--- src/rtl/fetch_pkg.sv ---
// Shared types and constants for the RV32I instruction-fetch stage.
package fetch_pkg;

  typedef enum logic [1:0] {IDLE, FETCH, HOLD, DROP} fetch_state_t;

  localparam logic [31:0] NOP_INSTR        = 32'h0000_0013;
  localparam logic [31:0] RESET_PC_DEFAULT = 32'h0000_0000;

endpackage

--- src/rtl/fetch_unit_if.sv ---
// Instruction-memory request/acknowledge bus between the fetch stage and imem.
// Handshake: imem_addr must stay stable while imem_req=1 until imem_ack=1; imem_ack may
// rise in the same cycle as imem_req, and imem_rdata is meaningful only when imem_ack=1.
interface fetch_unit_if #(
  parameter int DATA_WIDTH = 32
);

  logic                  imem_req;
  logic [DATA_WIDTH-1:0] imem_addr;
  logic                  imem_ack;
  logic [DATA_WIDTH-1:0] imem_rdata;

  modport master (
    output imem_req,
    output imem_addr,
    input  imem_ack,
    input  imem_rdata
  );

  modport slave (
    input  imem_req,
    input  imem_addr,
    output imem_ack,
    output imem_rdata
  );

endinterface

--- src/rtl/fetch_unit.sv ---
// IF stage: owns the PC, fetches over the imem handshake and hands instrF/PCF to IF/ID,
// squashing fetches made stale by execute-stage redirects.
module fetch_unit
  import fetch_pkg::*;
#(
  parameter int                    DATA_WIDTH = 32,
  parameter logic [DATA_WIDTH-1:0] RESET_PC   = DATA_WIDTH'(RESET_PC_DEFAULT)
) (
  input  logic                  clk,
  input  logic                  rst_n,
  input  logic                  stallF,
  input  logic                  PCSrcE,
  input  logic [DATA_WIDTH-1:0] PCTargetE,
  fetch_unit_if.master          imem,
  output logic [DATA_WIDTH-1:0] instrF,
  output logic [DATA_WIDTH-1:0] PCF,
  output logic [DATA_WIDTH-1:0] PCPlus4F,
  output logic                  fetch_validF,
  output fetch_state_t          state_dbg
);

  localparam logic [DATA_WIDTH-1:0] NOP        = DATA_WIDTH'(NOP_INSTR);
  localparam logic [DATA_WIDTH-1:0] ALIGN_MASK = ~DATA_WIDTH'(3);

  fetch_state_t          state_q, state_n;
  logic [DATA_WIDTH-1:0] pc_q, pc_n;
  logic [DATA_WIDTH-1:0] buf_q, buf_n;
  logic [DATA_WIDTH-1:0] drop_q, drop_n;
  logic [DATA_WIDTH-1:0] target;
  logic [DATA_WIDTH-1:0] pc_plus4;

  logic                  req;
  logic [DATA_WIDTH-1:0] addr;
  logic                  valid;
  logic [DATA_WIDTH-1:0] instr;

  assign target   = PCTargetE & ALIGN_MASK;
  assign pc_plus4 = pc_q + DATA_WIDTH'(4);

  // Next-state decode; a redirect always wins over a stall.
  always_comb begin
    state_n = state_q;
    pc_n    = pc_q;
    buf_n   = buf_q;
    drop_n  = drop_q;
    case (state_q)
      IDLE: begin
        state_n = FETCH;
        if (PCSrcE) pc_n = target;
      end
      FETCH: begin
        if (PCSrcE) begin
          pc_n = target;
          // An unanswered request cannot be withdrawn, so its answer must be absorbed first.
          if (!imem.imem_ack) begin
            drop_n  = pc_q;
            state_n = DROP;
          end
        end else if (imem.imem_ack) begin
          if (stallF) begin
            buf_n   = imem.imem_rdata;
            state_n = HOLD;
          end else begin
            pc_n = pc_plus4;
          end
        end
      end
      HOLD: begin
        if (PCSrcE) begin
          pc_n    = target;
          state_n = FETCH;
        end else if (!stallF) begin
          pc_n    = pc_plus4;
          state_n = FETCH;
        end
      end
      DROP: begin
        if (PCSrcE) pc_n = target;
        if (imem.imem_ack) state_n = FETCH;
      end
      default: state_n = IDLE;
    endcase
  end

  always_comb begin
    req   = 1'b0;
    addr  = pc_q;
    valid = 1'b0;
    instr = NOP;
    case (state_q)
      FETCH: begin
        req = 1'b1;
        if (imem.imem_ack && !PCSrcE) begin
          valid = 1'b1;
          instr = imem.imem_rdata;
        end
      end
      HOLD: begin
        if (!PCSrcE) begin
          valid = 1'b1;
          instr = buf_q;
        end
      end
      DROP: begin
        req  = 1'b1;
        addr = drop_q;
      end
      default: ;
    endcase
  end

  always_ff @(posedge clk or negedge rst_n) begin
    if (!rst_n) begin
      state_q <= IDLE;
      pc_q    <= RESET_PC & ALIGN_MASK;
      buf_q   <= NOP;
      drop_q  <= '0;
    end else begin
      state_q <= state_n;
      pc_q    <= pc_n;
      buf_q   <= buf_n;
      drop_q  <= drop_n;
    end
  end

  assign imem.imem_req  = req;
  assign imem.imem_addr = addr & ALIGN_MASK;
  assign instrF         = instr;
  assign PCF            = pc_q;
  assign PCPlus4F       = pc_plus4;
  assign fetch_validF   = valid;
  assign state_dbg      = state_q;

endmodule

--- src/flat_wrapper.sv ---
// flat-port wrapper written by rule: the top's interface ports become plain ports
module fetch_unit_flat import fetch_pkg::*;
#(
  parameter int                    DATA_WIDTH = 32,
  parameter logic [DATA_WIDTH-1:0] RESET_PC   = DATA_WIDTH'(RESET_PC_DEFAULT)
)
  (clk, rst_n, stallF, PCSrcE, PCTargetE, instrF, PCF, PCPlus4F, fetch_validF, state_dbg, imem_imem_req, imem_imem_addr, imem_imem_ack, imem_imem_rdata);
  fetch_unit_if #(.DATA_WIDTH(DATA_WIDTH)) imem_i ();
  input  logic clk;
  input  logic rst_n;
  input  logic stallF;
  input  logic PCSrcE;
  input  logic [DATA_WIDTH-1:0] PCTargetE;
  output logic [DATA_WIDTH-1:0] instrF;
  output logic [DATA_WIDTH-1:0] PCF;
  output logic [DATA_WIDTH-1:0] PCPlus4F;
  output logic fetch_validF;
  output fetch_state_t state_dbg;
  output wire logic [$bits(imem_i.imem_req)-1:0] imem_imem_req;
  output wire logic [$bits(imem_i.imem_addr)-1:0] imem_imem_addr;
  input wire logic [$bits(imem_i.imem_ack)-1:0] imem_imem_ack;
  input wire logic [$bits(imem_i.imem_rdata)-1:0] imem_imem_rdata;
  assign imem_imem_req = imem_i.imem_req;
  assign imem_imem_addr = imem_i.imem_addr;
  assign imem_i.imem_ack = imem_imem_ack;
  assign imem_i.imem_rdata = imem_imem_rdata;
  fetch_unit #(.DATA_WIDTH(DATA_WIDTH), .RESET_PC(RESET_PC)) u_core (.clk(clk), .rst_n(rst_n), .stallF(stallF), .PCSrcE(PCSrcE), .PCTargetE(PCTargetE), .imem(imem_i), .instrF(instrF), .PCF(PCF), .PCPlus4F(PCPlus4F), .fetch_validF(fetch_validF), .state_dbg(state_dbg));
endmodule
--- config.mk ---
export PLATFORM = sky130hd
export DESIGN_NAME = fetch_unit_flat
export DESIGN_NICKNAME = d
export VERILOG_FILES = /design/src/rtl/fetch_pkg.sv /design/src/rtl/fetch_unit_if.sv /design/src/rtl/fetch_unit.sv /design/src/flat_wrapper.sv
export SDC_FILE = /design/constraint.sdc
export NUM_CORES = 1
export LEC_CHECK = 0
export ABC_AREA = 0
export CAP_MARGIN = 40
export CORE_UTILIZATION = 41
export DETAILED_ROUTE_END_ITERATION = 10
export PLACE_DENSITY = 0.77
export SKIP_LAST_GASP = 1
export SYNTH_ARGS = -nofsm -noshare
export SYNTH_HDL_FRONTEND = slang
export SYNTH_SLANG_ARGS = --single-unit
--- constraint.sdc ---
create_clock -name clk -period 2.3 [get_ports clk]
set_input_delay 0.46 -clock clk [delete_from_list [all_inputs] [get_ports clk]]
set_output_delay 0.46 -clock clk [all_outputs]
set_load 0.01 [all_outputs]
==> impl_results.md <==
- DR WL/cell: 19.4 um
- Antenna-violating nets left: 0
- Power density relative to cell area: 1240 nW/um2
- Clock-pin slew of the registers on the worst-case setup and hold paths: 0.07 ns
- Initial core utilization: 0.422
- Highest ir drop seen on vdd: 0.655 mV
- TritonCTS clock tree: done
- Gr usage total: 0.275
- TritonCTS buffer count: 9
- Cells along the critical path: buf_4, buf_4, nand3_1, nor4_1, nand3_1, or2_4, xnor2_2, buf_2
- DRT iter0 DRCs: 327
- Skew-Pair Late Insertion Delay: 0.35 ns
- Net switching power: 4.65 mW
- Synth Area in Adders: 0.00896
- Fraction of the mapped netlist area in compound gates: 0.140
- Delay contributed by the slowest stage of the critical path: 0.37 ns
- Arrival time at the worst endpoint: 2.25 ns
- Xor/xnor cell area share of the yosys netlist: 0.0470
- Final Cycle Share: 1.18
- Violations in the final reports: negative setup slack
- Reg2reg start: u_core.state_dbg[1]
- Max Fclk: 0.369 GHz
- Via count of the routed design: 5,808
- Number of remaining DRC errors: 0
- Critical path required time: 1.84 ns
- Shortest clock period the worst path allows after layout: 2.71 ns
- Seq pwr share: 0.249
- Antenna diode instance count: 0
- Relative slew margins: 0.644
- Slew at the pin closest to its max-slew limit: 0.535 ns
- Vias per cell: 5.43
- Result of the run: finished with violations
- DP Wirelength: 12.5 mm
- Post-synthesis simple-gate area fraction: 0.155
- Max cap viols: 0
- Synthesized flop and latch total: 94
- Endpoint of the worst-slack reg-to-reg timing path: u_core.PCF[23]
- CTS max path bufs: 2
- Drt total wl: 20.7 mm
- P_leak: 4.31 nW
- Total number of clock tree sinks: 94
- Worst min path class: in2async
- # setup viols final: 68
- Pin count of the biggest net entering global routing: 38
- Overall die width: 119 um
- Combinational family with the most area after synthesis: multiplexers
- Core box area: 13,200 um2
- Mean instance size in the synthesized netlist: 9.89 um2
- Post-Route Skew: 0.00559 ns
- Number of I/O pins: 201
- Count of yosys warnings during synthesis: 0
- Area growth syn-to-layout: 71.9%
- Buffers & Inverters on Critical Path: 3
- Post-route cell area: 9610 um2
- Register area: 2360 um2
- Routability congestion estimate: 0.866
- Clock power frac: 0.120
- Non-filler instance count after layout: 1,069
- Placement Cell Area: 8360 um2
- Unrepaired setup endpoints after global routing: true
- Number of cell rows: 42
- Port Buffer Count: 192
- Most used flip-flop cell after synthesis: sky130_fd_sc_hd__dfrtp_1
- Fin worst setup slack: -0.410 ns
- Wire length of the first global-routing pass: 30.4 mm
- Number of nets in the finished design: 961
- Cell area after synthesis: 5590 um2
- Slowest cell on crit path: sky130_fd_sc_hd__dfrtp_1
- Clock root buffer: sky130_fd_sc_hd__clkbuf_16
- FILL cells: 873
- Switching Share: 0.389
- Via count of the first global-routing pass: 5,853
- Peak fanout along the critical path: 2
- Initial antenna violation count: 1
- Total Neg Setup Slack: -7.77 ns
- Area of the multi-input gates: 3440 um2
- Fraction of power consumed by combinational cells: 0.631
- Cells on worst reg2reg path: 11
- Family with the most delay on the worst path: simple AND/OR/NAND/NOR gates
- Placed insts: 982
- Final number of hold-violating endpoints: 0
- Launching element type of the critical path: flip-flop
- Worst reg2reg setup slack: 0.04 ns
- Critical path class: reg2out
- Die height: 119 um
- Layout cell share with drive strength beyond 1: 0.503
- Count of mapped cells out of synthesis: 565
- Cell-internal power: 7.30 mW
- Ys async rst share: 1.00
- Portion of the post-synthesis area used by sequential elements: 0.422
- Multiplexer area fraction after synthesis: 0.177
- Die area: 14,100 um2
- Count of hold-fix buffers inserted at cts: 0
- Count of unique library cells instantiated by Yosys: 54
- CP Capture Type: output port
- GRT Residual Overflow: 0
- Number of flops mapped to enable cells by yosys: 0
- Final Max Slew Viols: 0
- Initial DRT Pass Iterations: 5
- Maximum level of the CTS H-tree: 3
[worst register-to-register path, stage by stage, from the launching register on]
cell	delay [ns]
sky130_fd_sc_hd__dfrtp_1	0.39
sky130_fd_sc_hd__buf_6	0.13
sky130_fd_sc_hd__inv_4	0.03
sky130_fd_sc_hd__ha_4	0.15
sky130_fd_sc_hd__buf_4	0.13
sky130_fd_sc_hd__buf_4	0.15
sky130_fd_sc_hd__nor2b_1	0.14
sky130_fd_sc_hd__buf_4	0.14
sky130_fd_sc_hd__nor3_2	0.13
sky130_fd_sc_hd__nand2_1	0.24
sky130_fd_sc_hd__o32ai_1	0.40
sky130_fd_sc_hd__nor2b_1	0.10
[layer usage]
layer	up-vias	wire, um	global-route usage
li1	2647	-	-
met1	2841	8020	0.324
met2	271	10600	0.477
met3	47	1550	0.0748
met4	2	498	0.0981
met5	-	14	0
[power groups by stage]
| stage | Sequential [mW] | Clock, mW | Combinational (mW) |
|---|---|---|---|
| after global placement | 2.85 | 0 | 6.32 |
| after global routing | 3.04 | 1.52 | 7.99 |
| after floorplan | 2.95 | 0 | 3.03 |
| after detailed placement | 2.92 | 0 | 6.46 |
| after CTS | 2.91 | 1.45 | 7.13 |
| final | 2.98 | 1.43 | 7.54 |
[cells in the mapped netlist, types with 5 or more instances]
library cell	count	area [um2]
sky130_fd_sc_hd__xor2_1	9	78.8
sky130_fd_sc_hd__nand2_1	43	161
sky130_fd_sc_hd__nor2_1	65	244
sky130_fd_sc_hd__buf_2	9	45.0
sky130_fd_sc_hd__a21oi_1	16	80.1
sky130_fd_sc_hd__buf_4	8	60.1
sky130_fd_sc_hd__o21ai_0	32	160
sky130_fd_sc_hd__o22ai_1	7	43.8
sky130_fd_sc_hd__xnor2_1	21	184
sky130_fd_sc_hd__mux2_2	85	957
sky130_fd_sc_hd__inv_1	7	26.3
sky130_fd_sc_hd__and2_1	5	31.3
sky130_fd_sc_hd__clkbuf_1	31	116
sky130_fd_sc_hd__buf_1	6	22.5
sky130_fd_sc_hd__a22oi_1	34	255
sky130_fd_sc_hd__nand3_1	14	70.1
sky130_fd_sc_hd__or2_2	5	31.3
sky130_fd_sc_hd__dfrtp_1	91	2280
[placed cells by master, fill, tap and decap left out, types with 6 or more instances in the layout]
cell	netlist	layout
sky130_fd_sc_hd__a21oi_1	16	16
sky130_fd_sc_hd__a22oi_1	34	8
sky130_fd_sc_hd__a22oi_2	0	26
sky130_fd_sc_hd__buf_12	0	8
sky130_fd_sc_hd__buf_2	9	56
sky130_fd_sc_hd__buf_4	8	122
sky130_fd_sc_hd__buf_6	1	49
sky130_fd_sc_hd__clkbuf_16	0	12
sky130_fd_sc_hd__clkbuf_2	0	7
sky130_fd_sc_hd__clkdlybuf4s50_1	0	98
sky130_fd_sc_hd__conb_1	1	6
sky130_fd_sc_hd__dfrtp_1	91	90
sky130_fd_sc_hd__dlymetal6s2s_1	0	8
sky130_fd_sc_hd__mux2_2	85	81
sky130_fd_sc_hd__nand2_1	43	37
sky130_fd_sc_hd__nand3_1	14	11
sky130_fd_sc_hd__nor2_1	65	54
sky130_fd_sc_hd__nor2_2	0	9
sky130_fd_sc_hd__o21ai_0	32	27
sky130_fd_sc_hd__o22ai_1	7	7
sky130_fd_sc_hd__xnor2_1	21	15
sky130_fd_sc_hd__xnor2_2	0	6
sky130_fd_sc_hd__xor2_1	9	8
[what timing repair did]
item | in CTS | in global routing
gates resized for setup | 380 | 114
pin swaps | 33 | 49
setup buffers | 42 | 29
gates cloned | 6 | 3
endpoints found under the setup margin | 91 | 95
[through the flow]
stage                     setup slack [ns]  hold slack [ns]   util  power (mW)
final                               -0.410           0.0822  0.725        12.0
after global routing                -0.493            0.125  0.725        12.5
after CTS                           -0.418           0.0954  0.700        11.5
after detailed placement            -0.405            0.465  0.631        9.38
after global placement              -0.399            0.459  0.631        9.17
after floorplan                    -0.0215            0.164      -        5.98
[worst max-delay path by stage]
stage / slack (ns) / to / cells past startpoint / startpoint
floorplan: -0.02 / PCPlus4F[31] / 7 / u_core.PCF[14]
global placement: -0.40 / PCPlus4F[31] / 6 / u_core.PCF[2]
detailed placement: -0.40 / PCPlus4F[31] / 6 / u_core.PCF[2]
CTS: -0.42 / PCPlus4F[31] / 7 / u_core.PCF[14]
global route: -0.49 / PCPlus4F[30] / 8 / u_core.PCF[10]
finish: -0.41 / PCPlus4F[30] / 8 / u_core.PCF[10]
[cell type report]
cell class	count	area share
clock buffers	10	0.0249
clock inverters	6	0.00391
inverters	7	0.00326
multi-input cells	414	0.358
flip-flops and latches	94	0.245
well taps	176	0.0229
repair buffers	362	0.341
[cell families after synthesis]
kind of cell    Yosys count
flops                    94
xor+xnor                 30
buf+inv                  62
other cells               1
mux                      88
simple gates            168
fa+ha+maj                 4
compound gates          118
[registers in the layout (all words and copies together), names as in the netlist]
name / flops
u_core.buf_q: 32
u_core.PCF: 30
u_core.drop_q: 30
u_core.state_dbg: 2
Power figures use the tool's default switching activity.
